File: src/rtl/key_event_decoder_pkg.sv
// Shared state encodings and default 50 MHz timing constants for the key gesture decoder.
package key_event_decoder_pkg;

    localparam int DEF_LONG_CNT   = 50_000_000;  // 1 s hold
    localparam int DEF_DBL_CNT    = 15_000_000;  // 300 ms double-click window
    localparam int DEF_REPEAT_CNT = 5_000_000;   // 100 ms auto-repeat
    localparam int DEF_CNT_W      = 26;

    typedef enum logic [4:0] {
        ST_IDLE   = 5'b00001,
        ST_PRESS1 = 5'b00010,
        ST_WAIT2  = 5'b00100,
        ST_PRESS2 = 5'b01000,
        ST_LONG   = 5'b10000
    } state_t;

endpackage

File: src/rtl/key_event_decoder.sv
// Classifies debounced key events into short/double/long press pulses plus auto-repeat.
module key_event_decoder
    import key_event_decoder_pkg::*;
#(
    parameter int LONG_CNT   = DEF_LONG_CNT,
    parameter int DBL_CNT    = DEF_DBL_CNT,
    parameter int REPEAT_CNT = DEF_REPEAT_CNT,
    parameter int CNT_W      = DEF_CNT_W
) (
    input  logic clk,
    input  logic reset_n,
    input  logic key_flag,
    input  logic key_state,
    output logic short_press,
    output logic double_press,
    output logic long_press,
    output logic repeat_pulse,
    output logic key_held
);

    generate
        if (LONG_CNT < 2 || DBL_CNT < 2 || REPEAT_CNT < 2) begin : g_bad_cnt
            $error("key_event_decoder: LONG_CNT, DBL_CNT and REPEAT_CNT must all be >= 2");
        end
        if ((64'(LONG_CNT) - 1 >= (64'd1 << CNT_W)) ||
            (64'(DBL_CNT) - 1 >= (64'd1 << CNT_W)) ||
            (64'(REPEAT_CNT) - 1 >= (64'd1 << CNT_W))) begin : g_bad_w
            $error("key_event_decoder: CNT_W too narrow for the terminal counts");
        end
    endgenerate

    state_t           state, state_nx;
    logic [CNT_W-1:0] cnt;
    logic             cnt_wrap;
    logic             short_nx, double_nx, long_nx, rep_nx;

    logic press_ev, rel_ev;
    logic long_tc, dbl_tc, rep_tc;

    assign press_ev = key_flag & ~key_state;
    assign rel_ev   = key_flag &  key_state;
    assign long_tc  = (cnt == CNT_W'(LONG_CNT - 1));
    assign dbl_tc   = (cnt == CNT_W'(DBL_CNT - 1));
    assign rep_tc   = (cnt == CNT_W'(REPEAT_CNT - 1));

    // Matching key events take priority over the timeouts; mismatched events
    // (e.g. a press while already pressed) are treated as if absent.
    always_comb begin
        state_nx  = state;
        short_nx  = 1'b0;
        double_nx = 1'b0;
        long_nx   = 1'b0;
        rep_nx    = 1'b0;
        cnt_wrap  = 1'b0;
        case (state)
            ST_IDLE: begin
                if (press_ev) state_nx = ST_PRESS1;
            end
            ST_PRESS1: begin
                if (rel_ev) begin
                    state_nx = ST_WAIT2;
                end else if (long_tc) begin
                    state_nx = ST_LONG;
                    long_nx  = 1'b1;
                end
            end
            ST_WAIT2: begin
                if (press_ev) begin
                    state_nx = ST_PRESS2;
                end else if (dbl_tc) begin
                    state_nx = ST_IDLE;
                    short_nx = 1'b1;
                end
            end
            ST_PRESS2: begin
                if (rel_ev) begin
                    state_nx  = ST_IDLE;
                    double_nx = 1'b1;
                end else if (long_tc) begin
                    // first click already completed; the second press becomes a hold
                    state_nx = ST_LONG;
                    short_nx = 1'b1;
                    long_nx  = 1'b1;
                end
            end
            ST_LONG: begin
                if (rel_ev) begin
                    state_nx = ST_IDLE;
                end else if (rep_tc) begin
                    rep_nx   = 1'b1;
                    cnt_wrap = 1'b1;
                end
            end
            default: state_nx = ST_IDLE;
        endcase
    end

    always_ff @(posedge clk or negedge reset_n) begin
        if (!reset_n) begin
            state        <= ST_IDLE;
            cnt          <= '0;
            short_press  <= 1'b0;
            double_press <= 1'b0;
            long_press   <= 1'b0;
            repeat_pulse <= 1'b0;
            key_held     <= 1'b0;
        end else begin
            state        <= state_nx;
            short_press  <= short_nx;
            double_press <= double_nx;
            long_press   <= long_nx;
            repeat_pulse <= rep_nx;
            key_held     <= (state_nx == ST_PRESS1) || (state_nx == ST_PRESS2) ||
                            (state_nx == ST_LONG);
            if (state_nx != state || cnt_wrap || state == ST_IDLE)
                cnt <= '0;
            else
                cnt <= cnt + 1'b1;
        end
    end

endmodule
File: config.mk
export PLATFORM = sky130hd
export DESIGN_NAME = key_event_decoder
export DESIGN_NICKNAME = d
export VERILOG_FILES = /design/src/rtl/key_event_decoder_pkg.sv /design/src/rtl/key_event_decoder.sv
export SDC_FILE = /design/constraint.sdc
export NUM_CORES = 1
export LEC_CHECK = 0
export ABC_CLOCK_PERIOD_IN_PS = 2250
export CAP_MARGIN = 20
export CORE_ASPECT_RATIO = 0.75
export CORE_MARGIN = 2
export CORE_UTILIZATION = 40
export DETAILED_ROUTE_END_ITERATION = 6
export DONT_BUFFER_PORTS = 1
export PLACE_DENSITY = 0.59
export SETUP_SLACK_MARGIN = 0.2
export SKIP_CTS_REPAIR_TIMING = 1
export SLEW_MARGIN = 20
export SYNTH_ARGS = -nofsm -noshare
export SYNTH_HDL_FRONTEND = slang
export SYNTH_SLANG_ARGS = --single-unit
File: constraint.sdc
create_clock -name clk -period 2.25 [get_ports clk]
set_input_delay 0.3375 -clock clk [delete_from_list [all_inputs] [get_ports clk]]
set_output_delay 0.3375 -clock clk [all_outputs]
set_load 0.01 [all_outputs]
### Word-level counts from Yosys, hierarchy flattened

Index checks and enable logic that the tools add are counted.

| word-level totals | value |
|---|---|
| register bits after elaboration | 36 |
| input bits | 4 |
| logic and storage cells | 48 |
| output and inout port bits | 5 |

| operators by class | value |
|---|---|
| equal/unequal tests | 12 |
| reduce and logical (&&, ||, !) cells | 5 |
| bitwise logic cells | 3 |
| add/sub/neg operators | 1 |
| multiplexer cells | 20 |

Operators by type and width:

| operator | number |
|---|---|
| 5-bit 2-to-1 mux | 7 |
| 26-bit by 1-bit adder with 26-bit output, second input constant | 1 |
| 26-bit by 23-bit equality test with 1-bit output, second input constant | 1 |
| 26-bit by 24-bit equality test with 1-bit output, second input constant | 1 |
| 26-bit equality test, second input constant | 1 |
| 26-bit 2-to-1 mux | 1 |
| 5-bit case mux with 5 select lines | 1 |
| 5-bit by 2-bit equality test with 1-bit output, second input constant | 2 |
| 5-bit by 4-bit equality test with 1-bit output, second input constant | 2 |
| 5-bit equality test, second input constant | 2 |
| 1-bit 2-to-1 mux | 10 |
| 5-bit by 1-bit equality test with 1-bit output, second input constant | 1 |
| 5-bit by 3-bit equality test with 1-bit output, second input constant | 1 |
| 5-bit != test | 1 |
| 1-bit logical OR | 4 |
| 1-bit AND | 2 |
| 1-bit case mux with 2 select lines | 1 |
| 2-bit OR reduction | 1 |
| 1-bit NOT | 1 |

### Depth between registers and ports, before layout

| depth | value |
|---|---|
| word-level depth | 8 |
| gate-level depth with buffers | 8 |
| depth with buffers taken out | 6 |

### Worst setup path after synthesis

OpenSTA, ideal clock, no wires.

| timing path | value |
|---|---|
| kind | register -> register |
| start | reg cnt[6] |
| end | reg cnt[13] |
| path buffers | 2 |
| path slack | -0.008 ns |
| cell stages (with the launch flop) | 8 |
| data arrival time | 2.103 ns |
| cells stage by stage | dfrtp_1 or4b_1 or4_4 nor4_4 or4_1 buf_6 buf_6 nor4_1 |

RTL lines:

| item | RTL line | RTL |
|---|---|---|
| start, declared | key_event_decoder.sv:33 | `logic [CNT_W-1:0] cnt;` |
| start signal, assigned | key_event_decoder.sv:118 | `cnt <= cnt + 1'b1;` |
| 26-bit by 23-bit equality test with 1-bit output | key_event_decoder.sv:44 | `assign rep_tc = (cnt == CNT_W'(REPEAT_CNT - 1));` |
| 1-bit 2-to-1 mux | key_event_decoder.sv:89 | `end else if (rep_tc) begin` |
| 1-bit 2-to-1 mux | key_event_decoder.sv:87 | `if (rel_ev) begin` |
| 1-bit 2-to-1 mux | key_event_decoder.sv:55 | `case (state)` |
| net cnt_wrap | key_event_decoder.sv:34 | `logic cnt_wrap;` |
| 1-bit logical OR (2 in series) | key_event_decoder.sv:115 | `if (state_nx != state \|\| cnt_wrap \|\| state == ST_IDLE)` |
| 26-bit 2-to-1 mux | key_event_decoder.sv:115 |  |

The timed path passes the listed nets, and every way through them passes these cells.

### Worst setup path in the final report

| timing path | value |
|---|---|
| start | reg cnt[6] |
| end | reg cnt[1] |

Same word-level chain as after synthesis.

==> impl_metrics.sql <==
INSERT INTO impl_metrics (metric_group, metric, value, unit) VALUES
('power', 'ir_worst_vdd', '0.383', 'mV'),
('detailed_routing', 'routed_wl', '5480', 'um'),
('detailed_routing', 'via_count', '1879', ''),
('outcome', 'status', 'complete, no violations', ''),
('global_routing', 'first_global_vias', '1715', ''),
('global_routing', 'globalRouteMet1Util', '28.7', '%'),
('place', 'gpl.final_weighted_congestion', '0.960', ''),
('cells_and_area', 'layout_commonest_cell', 'sky130_fd_sc_hd__buf_4', ''),
('sta', 'clock-skew-final', '14.2', 'ps'),
('clock_tree', 'cts.sink_count', '36', ''),
('synth', 'synth_enable_flop_cells', '0', ''),
('detailed_routing', 'drtAntennaViolNets', '0', ''),
('die', 'std_cell_rows', '23', ''),
('global_routing', 'wire_length_of_the_first_global_routing_pass', '8600', 'um'),
('synth', 'synth_ff_type', 'sky130_fd_sc_hd__dfrtp_1', ''),
('synth', 'synth-seq-area-share', '42.1', '%'),
('detailed_routing', 'drc', '0', ''),
('global_routing', 'grt.busiest_layer', 'met1', ''),
('setup_path', 'critical_path.top_delay_family', 'simple AND/OR/NAND/NOR gates', ''),
('setup_path', 'critPathKind', 'reg -> reg', ''),
('die', 'die_h', '67.4', 'um'),
('sta', 'hold-worst-slack', '292', 'ps'),
('cells_and_area', 'finish.utilization', '54.1', '%'),
('sta', 'measured_slew_at_the_worst_slew_check_pin', '445', 'ps'),
('synth', 'post_synth_and_or_nand_nor_area_fraction', '32.9', '%'),
('clock_tree', 'cts.root.buffer_cell', 'sky130_fd_sc_hd__clkbuf_8', ''),
('setup_path', 'timing.critical_path.from_type', 'register', ''),
('die', 'die_footprint', '0.00597', 'mm2'),
('synth', 'synth_mux_area_share', '0', '%'),
('detailed_routing', 'vias_per_cell', '5.45', ''),
('flow_run', 'max_cap_viol_count', '0', ''),
('setup_path', 'critPathMostFrequentCell', 'sky130_fd_sc_hd__or4_4', ''),
('die', 'core_region_area', '0.00527', 'mm2'),
('clock_tree', 'cts_buffers', '5', ''),
('synth', 'synthesized_area_fraction_occupied_by_ao_oa_aoi_and_oai_cells', '8.11', '%'),
('setup_path', 'critPathSlowestCell', 'sky130_fd_sc_hd__or4b_4', ''),
('clock_tree', 'cts.clk_slew.worst_paths', '80', 'ps'),
('sta', 'final.period_utilization', '97.9', '%'),
('synth', 'post_synthesis_net_count', '237', ''),
('global_routing', 'global_route.usage.total', '19.1', '%'),
('power', 'power_density', '641', 'mW/mm2'),
('worst_hold_path', 'whs_path_depth', '2', ''),
('synth', 'syn_area_per_cell', '9.24', 'um2'),
('global_routing', 'globalRouteMet3Util', '4.28', '%'),
('synth', 'synth.top_cells.by_area', 'sky130_fd_sc_hd__dfrtp_1 (41%), sky130_fd_sc_hd__xnor2_1 (7.4%), sky130_fd_sc_hd__nor4_1 (5.0%)', ''),
('cells_and_area', 'finish.net_count', '275', ''),
('sta', 'timing.final.crit_period', '2200', 'ps'),
('synth', 'synthDistinctLibCells', '49', ''),
('synth', 'synth-adder-area-share', '0.584', '%'),
('setup_path', 'worst_setup_path_end_kind', 'register', ''),
('synth', 'synth_async_sr_flop_share', '100', '%'),
('synth', 'post-synth-top-area-fraction', '40.9', '%'),
('cells_and_area', 'antenna-diode-count', '0', ''),
('sta', 'hold_violations', '0', ''),
('clock_tree', 'clock_insertion_delay_worst_skew', '300', 'ps'),
('clock_tree', 'clock_path_buffers', '2', ''),
('synth', 'syn-instance-count', '232', ''),
('setup_path', 'critical_path_required', '2440', 'ps'),
('place', 'buffer_ports.inserted', '0', ''),
('cells_and_area', 'area_growth_syn_to_layout', '32.9', '%'),
('detailed_routing', 'avgRoutedWirePerCell', '15.9', 'um'),
('clock_tree', 'cts_htree_levels', '2', ''),
('setup_path', 'worstPathArrival', '2400', 'ps'),
('synth', 'synth.ff_latch_count', '36', ''),
('setup_path', 'crit_buf_inv', '2', ''),
('setup_path', 'cp.depth', '7', ''),
('detailed_routing', 'initialDrtViolationCount', '197', ''),
('place', 'dpl.hpwl', '3580', 'um'),
('global_routing', 'grt_start_max_net_pins', '37', ''),
('setup_path', 'crit_path_max_fanout', '6', ''),
('die', 'io-pin-count', '9', '');
-- metrics by stage --
stage	std cells	setup slack, ps	area [um2]	power, W	TNS, ps
after CTS	330	-191	2490	0.00156	-2500
after floorplan	232	69.4	2170	0.00105	0
after detailed placement	323	-154	2410	0.00113	-2260
after global routing	345	-13.6	2850	0.00192	-63.9
after global placement	323	-41.1	2410	0.00113	-567
final	345	47.5	2850	0.00183	0
-- sequential cells by signal (all words and copies together) (netlist names) --
register,flops
cnt,26
double_press,1
key_held,1
long_press,1
repeat_pulse,1
short_press,1
state,5
-- synth_stat cells (2+ instances only) --
| cell | count |
|---|---|
| sky130_fd_sc_hd__nor2b_1 | 4 |
| sky130_fd_sc_hd__xor2_1 | 8 |
| sky130_fd_sc_hd__xnor2_1 | 18 |
| sky130_fd_sc_hd__o2bb2ai_1 | 2 |
| sky130_fd_sc_hd__nor4_1 | 17 |
| sky130_fd_sc_hd__nor2_1 | 25 |
| sky130_fd_sc_hd__nand3_1 | 11 |
| sky130_fd_sc_hd__a21boi_0 | 2 |
| sky130_fd_sc_hd__inv_1 | 8 |
| sky130_fd_sc_hd__o21ai_0 | 2 |
| sky130_fd_sc_hd__nor4b_1 | 2 |
| sky130_fd_sc_hd__or3_1 | 2 |
| sky130_fd_sc_hd__nand4_1 | 6 |
| sky130_fd_sc_hd__nand2b_1 | 2 |
| sky130_fd_sc_hd__and4b_1 | 2 |
| sky130_fd_sc_hd__nor3_1 | 12 |
| sky130_fd_sc_hd__o31a_1 | 2 |
| sky130_fd_sc_hd__clkbuf_1 | 5 |
| sky130_fd_sc_hd__buf_6 | 4 |
| sky130_fd_sc_hd__and4_1 | 6 |
| sky130_fd_sc_hd__nand2_1 | 20 |
| sky130_fd_sc_hd__dfrtp_1 | 35 |
| sky130_fd_sc_hd__and2_1 | 2 |
| sky130_fd_sc_hd__a21o_1 | 2 |
| sky130_fd_sc_hd__and3_1 | 5 |
| sky130_fd_sc_hd__buf_2 | 4 |
| sky130_fd_sc_hd__a21oi_1 | 2 |
-- area by class of cell --
type | count | area [um2]
Clock buffer | 6 | 72.6
Clock inverter | 1 | 5.00
Fill cell | 463 | 2420
Inverter | 8 | 30.0
Multi-Input combinational cell | 174 | 1340
Sequential cell | 36 | 905
Tap cell | 75 | 93.8
Timing Repair Buffer | 45 | 408
-- worst paths after layout --
kind / from / endpoint / slack [ps]
setup / recovery: cnt[6]$_DFF_PN0_ / cnt[1]$_DFF_PN0_ / 50
hold / removal: key_flag / double_press$_DFF_PN0_ / 290
setup reg to reg: cnt[6]$_DFF_PN0_ / cnt[1]$_DFF_PN0_ / 50
hold reg to reg: cnt[0]$_DFF_PN0_ / cnt[0]$_DFF_PN0_ / 470
max in group asynchronous: reset_n / state[0]$_DFF_PN1_ / 1500
min in group asynchronous: reset_n / cnt[1]$_DFF_PN0_ / 490
-- routing by layer --
| layer | vias up | wire, um |
|---|---|---|
| met5 | - | 0 |
| met4 | 0 | 85 |
| met3 | 8 | 310 |
| met2 | 59 | 2380 |
| met1 | 898 | 2700 |
| li1 | 914 | - |
-- power by group --
group | leakage (nW) | switching [W] | internal [W]
Combinational | 0.660 | 0.000357 | 0.000306
Clock | 0.0410 | 0.000223 | 0.000210
Sequential | 0.494 | 0.0000417 | 0.000688
-- cell families (layout without fill, tap and decap cells) --
group / after synthesis / in the layout
compound gates: 22 / 22
simple gates: 125 / 125
xor+xnor: 26 / 26
fa+ha+maj: 1 / 1
flops: 36 / 36
buf+inv: 22 / 60
No activity file was read; power rests on OpenSTA's default activity.
